<file path="config.mk">
export PLATFORM = sky130hd
export DESIGN_NAME = video_pixel_sequencer
export DESIGN_NICKNAME = d
export VERILOG_FILES = /design/src/rtl/video_pixel_sequencer.sv
export SDC_FILE = /design/constraint.sdc
export NUM_CORES = 1
export LEC_CHECK = 0
export BUFFER_PORTS_ARGS = -buffer_cell sky130_fd_sc_hd__buf_2
export CAP_MARGIN = 15
export CORE_ASPECT_RATIO = 1.4
export CORE_MARGIN = 2
export CORE_UTILIZATION = 45
export CTS_CLUSTER_SIZE = 30
export DETAILED_ROUTE_END_ITERATION = 10
export HOLD_SLACK_MARGIN = 0.02
export MAX_ROUTING_LAYER = met4
export SYNTH_ARGS = -nofsm -noshare
export SYNTH_HDL_FRONTEND = slang
export SYNTH_SLANG_ARGS = --single-unit
</file>
<file path="constraint.sdc">
create_clock -name clock_25 -period 11.5 [get_ports clock_25]
set_input_delay 1.15 -clock clock_25 [delete_from_list [all_inputs] [get_ports clock_25]]
set_output_delay 1.15 -clock clock_25 [all_outputs]
set_load 0.1 [all_outputs]
</file>
<file path="src/rtl/video_pixel_sequencer.sv">
// 640x480@60 raster sequencer: free-running timing counters, a small pixel
// FIFO fed by a valid/ready source, and registered RGB/sync/active outputs
// for the TMDS encoders. Underflow or frame misalignment blanks the pixel,
// flushes the FIFO and waits for the next start-of-frame pixel.
module video_pixel_sequencer #(
    parameter int H_ACTIVE   = 640,
    parameter int H_FP       = 16,
    parameter int H_SYNC     = 96,
    parameter int H_BP       = 48,
    parameter int V_ACTIVE   = 480,
    parameter int V_FP       = 10,
    parameter int V_SYNC     = 2,
    parameter int V_BP       = 33,
    parameter int FIFO_DEPTH = 16
) (
    input  logic        clock_25,
    input  logic        reset_n,
    input  logic [23:0] pix_data,
    input  logic        pix_sof,
    input  logic        pix_valid,
    output logic        pix_ready,
    output logic [7:0]  red,
    output logic [7:0]  green,
    output logic [7:0]  blue,
    output logic        syncH,
    output logic        syncV,
    output logic        actvA,
    output logic        frame_start,
    output logic        desync,
    output logic [7:0]  underflow_cnt
);

    localparam int H_TOTAL = H_ACTIVE + H_FP + H_SYNC + H_BP;
    localparam int V_TOTAL = V_ACTIVE + V_FP + V_SYNC + V_BP;
    localparam int XW      = $clog2(H_TOTAL);
    localparam int YW      = $clog2(V_TOTAL);
    localparam int AW      = $clog2(FIFO_DEPTH);

    localparam logic [XW-1:0] X_LAST     = XW'(H_TOTAL - 1);
    localparam logic [XW-1:0] X_ACT      = XW'(H_ACTIVE);
    localparam logic [XW-1:0] X_SYNC_ON  = XW'(H_ACTIVE + H_FP);
    localparam logic [XW-1:0] X_SYNC_OFF = XW'(H_ACTIVE + H_FP + H_SYNC);
    localparam logic [YW-1:0] Y_LAST     = YW'(V_TOTAL - 1);
    localparam logic [YW-1:0] Y_ACT      = YW'(V_ACTIVE);
    localparam logic [YW-1:0] Y_SYNC_ON  = YW'(V_ACTIVE + V_FP);
    localparam logic [YW-1:0] Y_SYNC_OFF = YW'(V_ACTIVE + V_FP + V_SYNC);
    localparam logic [AW:0]   CNT_FULL   = (AW+1)'(FIFO_DEPTH);

    localparam logic [1:0] WAIT_SOF = 2'd0;
    localparam logic [1:0] ARMED    = 2'd1;
    localparam logic [1:0] STREAM   = 2'd2;

    logic [XW-1:0] contX;
    logic [YW-1:0] contY;
    logic [1:0]    state;

    logic [24:0]   fifo_mem [FIFO_DEPTH];
    logic [AW-1:0] wr_ptr, rd_ptr;
    logic [AW:0]   count;
    logic [24:0]   head;

    logic x_last, y_last, at_origin, in_active;
    logic full, empty, accept, push, pop, pop_req, underflow, misalign, err;

    assign x_last    = (contX == X_LAST);
    assign y_last    = (contY == Y_LAST);
    assign at_origin = (contX == '0) && (contY == '0);
    assign in_active = (contX < X_ACT) && (contY < Y_ACT);

    assign full  = (count == CNT_FULL);
    assign empty = (count == '0);
    assign head  = fifo_mem[rd_ptr];

    // FIFO is always empty in WAIT_SOF, so ready can be unconditional there
    assign pix_ready = reset_n && ((state == WAIT_SOF) || !full);
    assign accept    = pix_valid && pix_ready;

    // no bypass path: an empty FIFO at a required pop is an underflow even
    // if a pixel is being pushed in the same cycle
    assign pop_req   = (state == STREAM) && in_active;
    assign underflow = pop_req && empty;
    assign misalign  = pop_req && !empty && (head[24] != at_origin);
    assign err       = underflow || misalign;
    assign pop       = pop_req && !empty && !misalign;
    // flush wins over a same-cycle push; WAIT_SOF keeps only the sof pixel
    assign push      = accept && !err && ((state != WAIT_SOF) || pix_sof);

    // free-running raster counters, unaffected by stream state
    always_ff @(posedge clock_25 or negedge reset_n) begin
        if (!reset_n) begin
            contX <= '0;
            contY <= '0;
        end else if (x_last) begin
            contX <= '0;
            contY <= y_last ? '0 : contY + YW'(1);
        end else begin
            contX <= contX + XW'(1);
        end
    end

    // FIFO storage; contents are don't-care until written
    always_ff @(posedge clock_25) begin
        if (push) fifo_mem[wr_ptr] <= {pix_sof, pix_data};
    end

    // FIFO pointers and occupancy, flushed on any stream error
    always_ff @(posedge clock_25 or negedge reset_n) begin
        if (!reset_n) begin
            wr_ptr <= '0;
            rd_ptr <= '0;
            count  <= '0;
        end else if (err) begin
            wr_ptr <= '0;
            rd_ptr <= '0;
            count  <= '0;
        end else begin
            if (push) wr_ptr <= wr_ptr + AW'(1);
            if (pop)  rd_ptr <= rd_ptr + AW'(1);
            if (push && !pop)      count <= count + (AW+1)'(1);
            else if (pop && !push) count <= count - (AW+1)'(1);
        end
    end

    // stream state: hunt for sof, pre-fill until frame wrap, then stream
    always_ff @(posedge clock_25 or negedge reset_n) begin
        if (!reset_n) begin
            state <= WAIT_SOF;
        end else begin
            case (state)
                WAIT_SOF: if (accept && pix_sof) state <= ARMED;
                ARMED:    if (x_last && y_last)  state <= STREAM;
                STREAM:   if (err)               state <= WAIT_SOF;
                default:                         state <= WAIT_SOF;
            endcase
        end
    end

    // registered outputs, all one cycle behind the counters
    always_ff @(posedge clock_25 or negedge reset_n) begin
        if (!reset_n) begin
            red           <= '0;
            green         <= '0;
            blue          <= '0;
            syncH         <= 1'b0;
            syncV         <= 1'b0;
            actvA         <= 1'b0;
            frame_start   <= 1'b0;
            desync        <= 1'b0;
            underflow_cnt <= '0;
        end else begin
            syncH       <= (contX >= X_SYNC_ON) && (contX < X_SYNC_OFF);
            syncV       <= (contY >= Y_SYNC_ON) && (contY < Y_SYNC_OFF);
            actvA       <= in_active;
            frame_start <= at_origin;
            red         <= pop ? head[23:16] : 8'd0;
            green       <= pop ? head[15:8]  : 8'd0;
            blue        <= pop ? head[7:0]   : 8'd0;
            desync      <= err;
            if (err && (underflow_cnt != 8'hFF))
                underflow_cnt <= underflow_cnt + 8'd1;
        end
    end

endmodule

</file>
==> metrics.txt <==
status finished, final reports clean; setup bufs post-CTS 0; I/O pin count 66; post-cts resize count 0; Min Hold Slack 426 ps; FF+latch count, synth 472; Antenna Nets Post-Route 0; Max rail drop VDD 0.000100 V; post-layout min period 4180 ps; CTS H-tree lvls 2; total track usage 19.3%; Pwr Density 175 nW/um^2; Worst Path Max Fanout 41; cells after synthesis 909; clock-pin slew on the worst setup and hold paths 60 ps; critical path endpoint category flip-flop; number of flops mapped to enable cells by yosys 400; Max Slew Vio Count 0; GRT overflow 0; Rel. slew slack 33.0%; Chip Width 176 um; worst setup skew after layout 12.9 ps; final worst slack 7320 ps; Final Util 51.7%; largest net degree at the start of global routing 66; vias in the first global route 9252; worst-margin pin slew 1010 ps; reg2reg path depth 8; Max Buffers Root-to-Sink 3; Final Cycle Share 36.3%; unrepaired setup endpoints after global routing no; CTS Root Buffer Type clkbuf_16; register area share after synthesis 74.2%; CTS sink cnt 472; Pleak 7.01 nW; Final Net Count 1040; Hold Vio Cnt, Final 0; syn_area_per_cell 20.5 um^2; crit start category flip-flop; pre-CTS setup slack 7220 ps; syn_nets 952; 1st-pass router iterations 6; initial antenna violation count 0; maximum clock frequency 239 MHz; Num CTS Buffers 46; Max-Cap Viols 0; DRT iter0 DRCs 664; ys flop type edfxtp_1; post-detail-place hpwl 23100 um; Critical Path AT 4430 ps; Clock Latency Late Sink 560 ps; # setup viols final 0; Die Y 245 um; area growth from synthesis to final layout 14.2%; I/O Buffers 65; first-pass GRT wire length 59200 um; CTS tree done; WS Path Type reg2reg; Die ar. 43000 um^2; Async S/R FF share, synth 15.3%; DR vias/cell 5.66; Std-Cell Rows 88; wire per inst 24.6 um; layout cells sized above 1 30.3%; Final TNS setup 0 ps; synthesized area 18600 um^2; Fill cells 3260; Starting Density 45.3%; CP Data Required Time 11750 ps; core region area 41100 um^2; Via Count 8909; Netlist cell types 55; GPL Wtd Cong 0.808; Ys Warns 0; HP Class in2async; Routed WL 38800 um; Post-CTS Hold Buffers 0; total power 3.72 mW; drt drc 0; Diodes inserted 0
==> placed cells by master, fill, tap and decap left out, types with 13 or more instances in the layout <==
master / netlist / final
clkbuf_16: 0 / 49
nand3_1: 14 / 14
ha_1: 14 / 14
nor2b_1: 24 / 24
dfrtp_1: 72 / 68
buf_2: 5 / 64
edfxtp_1: 400 / 400
nor3_1: 13 / 13
o21ai_0: 20 / 20
nor2_1: 19 / 15
mux4_2: 124 / 124
clkbuf_1: 28 / 13
buf_4: 0 / 21
nand2_1: 29 / 29
==> per-layer routing <==
metal	global-route usage, %	wire [um]	part of all wire [%]	up-vias
met1	27.9	17500	45	4739
met2	29.4	18600	48	240
met4	4.96	771	2.0	0
met3	2.52	1920	4.9	57
met5	-	0	0	-
li1	-	-	-	3873
==> synthesized netlist by cell type (5+ instances only) <==
master    instances  share of area (%)
nor3b_1           6               0.24
clkbuf_1         28               0.56
xnor2_1           7               0.33
nor4_2            6               0.40
and3_1            9               0.30
buf_1            10               0.20
inv_1            11               0.22
nand3_1          14               0.38
nor4b_2           5               0.40
nand2b_1         10               0.34
nor2_1           19               0.38
o21ai_0          20               0.54
nor3_1           13               0.35
ha_1             14               0.94
a21oi_1          11               0.30
dfrtp_1          72                9.7
mux2_2            5               0.30
mux4_2          124                 15
buf_2             5               0.13
nor2b_1          24               0.81
edfxtp_1        400                 65
nand2_1          29               0.58
xor2_1           12               0.56
==> layout make-up <==
type                       count  area, um^2  share of cell area [%]
inverter                      12        45.0                   0.212
clock inverter                18         169                   0.795
clock buffer                  68        1360                    6.39
tap                          540         676                    3.18
multi-input combinational    380        4700                    22.1
sequential                   472       13800                    65.0
timing repair buffer          85         478                    2.25
==> cells by family after synthesis <==
kind of cell	Yosys count	synth area share [%]
DFF	472	74.2
AOI/OAI and AO/OA	47	1.51
and+or+nand+nor	164	5.40
muxes	135	15.7
buffers and inverters	57	1.26
xor gates and xnor gates	19	0.894
adders and majority gates	15	1.05
==> sequential cells by signal, summed over array words and instances (netlist names), 2 cells and up <==
register and cells:
blue 8, contX 10, contY 10, count 5, fifo_mem 400, green 8
rd_ptr 4, red 8, state 2, underflow_cnt 8, wr_ptr 4
==> worst max-delay path: stages (launching register included) <==
cell and delay [ps]:
dfrtp_4 840, mux4_2 330, mux2i_1 70, mux2i_1 520, mux2_4 360, or2_4 160
inv_2 280, nor4b_4 880, buf_4 370
==> per-stage QoR <==
stage	std cells	area, um^2
4_1_cts	1575	21300
3_3_place_gp	1489	19700
2_1_floorplan	909	18600
5_1_grt	1575	21300
6_report	1575	21300
3_5_place_dp	1489	19700
==> where the power goes <==
group          total, mW  switching (mW)  internal (mW)
clock               1.51           0.627          0.886
combinational      0.234           0.149         0.0851
sequential          1.98          0.0419           1.93
==> final timing paths <==
kind | startpoint | to | slack, ps
setup / recovery | rd_ptr[1] | fifo_mem[11][6] | 7320
hold / removal | reset_n | red[4] | 430
setup reg to reg | rd_ptr[1] | fifo_mem[11][6] | 7320
hold reg to reg | state[1] | state[0] | 500
max in group asynchronous | reset_n | rd_ptr[1] | 9790
min in group clock_25 | state[1] | state[0] | 500
No activity file was read; power rests on OpenSTA's default activity.
